<file path="src/rtl/fetch_ctrl.sv">
// Instruction fetch sequencer: owns the PC, fetches from combinational program memory into an IR with valid flag.
// Optional FETCH_WRAP_HALT_EN: halt after fetching the last memory word instead of wrapping the PC to 0.
module fetch_ctrl #(
  parameter int               Psize   = 4,
  parameter int               Isize   = 17,
  parameter int               OPW     = 4,
  parameter logic [OPW-1:0]   HALT_OP = 4'b1111
) (
  input  logic             clk,
  input  logic             reset,
  input  logic             start,
  input  logic             stall,
  input  logic             branch_en,
  input  logic [Psize-1:0] branch_off,
  input  logic             jump_en,
  input  logic [Psize-1:0] jump_addr,
  input  logic [Isize-1:0] I,
  output logic [Psize-1:0] address,
  output logic [Isize-1:0] instr,
  output logic [Psize-1:0] instr_pc,
  output logic             instr_valid,
  output logic             halted
);

  typedef enum logic [1:0] {IDLE, RUN, HALT} state_t;

  state_t           r_state, w_state_nxt;
  logic [Psize-1:0] r_pc, w_pc_nxt;
  logic [Isize-1:0] r_instr, w_instr_nxt;
  logic [Psize-1:0] r_instr_pc, w_instr_pc_nxt;
  logic             r_valid, w_valid_nxt;
  logic             w_is_halt;

  assign w_is_halt = r_valid && (r_instr[Isize-1 -: OPW] == HALT_OP);

  always_ff @(posedge clk or posedge reset) begin
    if (reset) begin
      r_state    <= IDLE;
      r_pc       <= '0;
      r_instr    <= '0;
      r_instr_pc <= '0;
      r_valid    <= 1'b0;
    end else begin
      r_state    <= w_state_nxt;
      r_pc       <= w_pc_nxt;
      r_instr    <= w_instr_nxt;
      r_instr_pc <= w_instr_pc_nxt;
      r_valid    <= w_valid_nxt;
    end
  end

  always_comb begin
    w_state_nxt    = r_state;
    w_pc_nxt       = r_pc;
    w_instr_nxt    = r_instr;
    w_instr_pc_nxt = r_instr_pc;
    w_valid_nxt    = r_valid;
    case (r_state)
      IDLE: begin
        if (start) begin
          w_state_nxt = RUN;
          w_pc_nxt    = '0;
        end
      end
      RUN: begin
        if (!stall) begin
          if (w_is_halt) begin
            w_state_nxt = HALT;
            w_valid_nxt = 1'b0;
          end else if (r_valid && jump_en) begin
            w_pc_nxt    = jump_addr;
            w_valid_nxt = 1'b0;
          end else if (r_valid && branch_en) begin
            // Same-width add is the sign-extended offset modulo 2^Psize.
            w_pc_nxt    = r_instr_pc + branch_off;
            w_valid_nxt = 1'b0;
          end else begin
            w_instr_nxt    = I;
            w_instr_pc_nxt = r_pc;
            w_valid_nxt    = 1'b1;
            w_pc_nxt       = r_pc + 1'b1;
`ifdef FETCH_WRAP_HALT_EN
            if (r_pc == '1) w_state_nxt = HALT;
`endif
          end
        end
      end
      HALT: begin
        w_valid_nxt = 1'b0;
        if (start) begin
          w_state_nxt = RUN;
          w_pc_nxt    = '0;
        end
      end
      default: w_state_nxt = IDLE;
    endcase
  end

  assign address     = r_pc;
  assign instr       = r_instr;
  assign instr_pc    = r_instr_pc;
  assign instr_valid = r_valid;
  assign halted      = (r_state == HALT);

endmodule

</file>
<file path="config.mk">
export PLATFORM = sky130hd
export DESIGN_NAME = fetch_ctrl
export DESIGN_NICKNAME = d
export VERILOG_FILES = /design/src/rtl/fetch_ctrl.sv
export SDC_FILE = /design/constraint.sdc
export NUM_CORES = 1
export LEC_CHECK = 0
export CAP_MARGIN = 20
export CORE_MARGIN = 1
export CORE_UTILIZATION = 43
export DETAILED_ROUTE_END_ITERATION = 8
export HOLD_SLACK_MARGIN = 0.12
export PLACE_DENSITY = 0.86
export SYNTH_ARGS = -nofsm -noshare
export SYNTH_HDL_FRONTEND = slang
export SYNTH_SLANG_ARGS = --single-unit
</file>
<file path="constraint.sdc">
create_clock -name clk -period 2 [get_ports clk]
set_input_delay 0.5 -clock clk [delete_from_list [all_inputs] [get_ports clk]]
set_output_delay 0.5 -clock clk [all_outputs]
set_load 0.05 [all_outputs]
</file>
==> impl_metrics.toml, run 1 <==
[run_status]
outcome = "complete, no violations"

[drt]
drc = 0
ant_nets = 0
viasPerCell = 5.18
num_vias = 1134
wl_um = 3700
firstDrtPassIters = 4
wl_per_cell_um = 16.9
initialDrtViolationCount = 69

[logic_synthesis]
synth-seq-cells = 28
yosysTopAreaCellShare_pct = 47.3
ys_seq_area_share_pct = 47.3
ys_async_sr_fraction_pct = 100
synthFlopType = "dfrtp_1"
netlist_instances = 107
yosys-top-cells-area = "dfrtp_1, mux2_4, ha_1"
synth_nets = 143
synth_cell_type_count = 38
synth_edf_count = 0
synth_area_per_cell_um2 = 13.8
syn_area_um2 = 1480
ys_warn_count = 0
synth_area_leader_cell = "dfrtp_1"

[clocking]
postCtsHoldBufs = 0
cts.clk_slew.worst_paths_ps = 150
postCtsSetupBuffers = 0
cts_tree = "yes"
clock_sinks = 28
ctsRootBufferMaster = "clkbuf_4"
cts-buffers-inserted = 3
clk_path_buf_depth = 2
insertion_delay_ps = 330
htreeDepth = 1

[finish]
fin_area_um2 = 2190
drive_above_1_share_pct = 33.1
stdcell_count = 219
nets = 212
n_antenna_cell = 0
syn_to_final_growth_pct = 47.8

[worst_setup_path]
cp_max_fo = 2
crit_path_end_kind = "register"
worst_setup_path_start_kind = "input pin"
crit_type = "in2reg"
worstReg2RegStart = "instr_pc[0]"
cp.required_ps = 2240
critPathArrivalTime_ps = 2090
cp-startpoint = "branch_off[1]"

[grt]
grt.overflow.total = 0
grt_first_pass_wirelength_um = 5750
grt_max_degree = 29
grt_pass1_vias = 1179
antenna_found_initial = 0
grt_usage_pct = 21.8

[sta]
min_period_ps = 1850
rsz0062_at_grt = "false"
timing.final.crit_share_pct = 92.5
hold-worst-slack_ps = 524
timing.fmax_ghz = 0.541
report.final.setup_viol = 0
fin_skew_ps = 8.32
maxSlewViolCount = 0
worstMarginPinSlew_ps = 517
final-hold-violation-count = 0
timing.final.ws_setup_ps = 150
setup-tns-final_ps = 0
slew_headroom_pct = 65.7

[placed_design]
place_area_um2 = 2130
placedCellCount = 215
gp_congestion = 0.852
numPortBuffers = 57
dpl.hpwl_um = 2770
place_ws_ps = -386

[floorplan]
die_w_um = 60.7
std_cell_rows = 20
pin_count = 58
start_util_pct = 46.9
core_area_um2 = 3150
die_h_um = 60.7
die-area_um2 = 3680

[power]
p_clk_share_pct = 9.0
switching_power_uw = 1990
p_leak_uw = 0.00100
combPwrFrac_pct = 63.4
ir_worst_vdd_uv = 793
p_int_uw = 2130
p_sw_share_pct = 48.3
seq_power_share_pct = 27.6
p_per_area_nw_per_um2 = 1880

[worst_hold_path]
hold_class = "reg2reg"
min_from = "instr[7]"

[job]
maxCapViolCount = 0
-- layout by cell type (no fill, tap or decap), drive strengths merged, types with 2 or more instances in the layout --
| master | instances |
|---|---|
| ha | 4 |
| mux2 | 23 |
| inv | 2 |
| dfrtp | 28 |
| o21ai | 6 |
| a21oi | 4 |
| clkdlybuf4s50 | 29 |
| nand2b | 4 |
| dlygate4sd2 | 12 |
| nand2 | 5 |
| o22a | 2 |
| nand3 | 2 |
| nor3b | 2 |
| clkbuf | 3 |
| nor2 | 4 |
| buf | 24 |
-- worst paths after layout --
check                               to  cells after the start  slack, ps
hold reg to reg               instr[7]                      1        520
setup / recovery            address[1]                      6        150
setup reg to reg            address[1]                      6        180
min in group asynchronous     instr[4]                      3        530
max in group asynchronous  instr_pc[0]                      3       1190
hold / removal                instr[7]                      1        520
-- metrics by stage --
step                      util (%)  power, µW
after global placement        67.7       3730
final                         69.4       4120
after CTS                     69.0       4120
after floorplan                  -       2990
after detailed placement      67.7       3820
after global routing          69.4       4320
-- layer usage --
layer  track usage (%)  routed length (µm)  share of wire [%]
met5                 0                   0                  0
met4              9.42                  53                1.4
met3              3.62                 142                3.8
met2              38.5                2040                 55
met1              26.3                1460                 39
-- synthesized netlist by cell type, types with 2 or more instances --
cell	count
nand2b_1	4
buf_12	2
o22a_1	2
mux2_1	2
o21ai_0	5
ha_1	4
mux2_4	20
nand3_1	2
a21oi_1	4
nand2_1	4
nor2_1	3
inv_1	2
dfrtp_1	28
-- layout make-up --
class | count | area, µm²
clock buffers | 3 | 22.5
clock inverters | 1 | 30.0
fillers | 231 | 966
inverters | 2 | 7.51
multi-input cells | 75 | 744
flip-flops and latches | 28 | 702
well taps | 44 | 55.1
repair buffers | 66 | 626
-- flip-flops by register name, indices dropped and copies added (netlist names) --
name,count
address,4
instr,17
instr_pc,4
instr_valid,1
r_state,2
-- critical path, cell delays in order --
cell and delay, ps:
clkdlybuf4s50_1 460, fa_1 490, nand2b_1 150, mux2i_1 130
a21oi_1 80, mux2_1 290
-- cells by family (layout without fill, tap and decap cells) --
kind of cell / after synthesis / after routing / synth area share, %
simple gates: 24 / 24 / 10.4
buf+inv: 4 / 72 / 3.21
mux: 24 / 24 / 23.2
flops: 28 / 28 / 47.3
compound gates: 20 / 20 / 9.89
xor+xnor: 2 / 2 / 1.18
fa+ha+maj: 5 / 5 / 4.73
-- repair_timing --
action,in CTS,in global routing
gates cloned,0,0
pin swaps,1,0
gates resized for setup,13,2
setup endpoints to repair,13,1
-- power by group through the flow --
stage	registers, µW	clock network [µW]	logic [µW]
floorplan	2030	0	953
global placement	1110	0	2610
detailed placement	1140	0	2670
CTS	1130	381	2610
global route	1180	405	2740
finish	1140	369	2610
Note: power is estimated with default switching activity, not from simulation.
==> run 2, diff against run 1 <==
Settings changed: CTS_CLUSTER_DIAMETER set to 80.
==> results of run 2 <==
Final layout, timing and power as in run 1 (identical DEF).
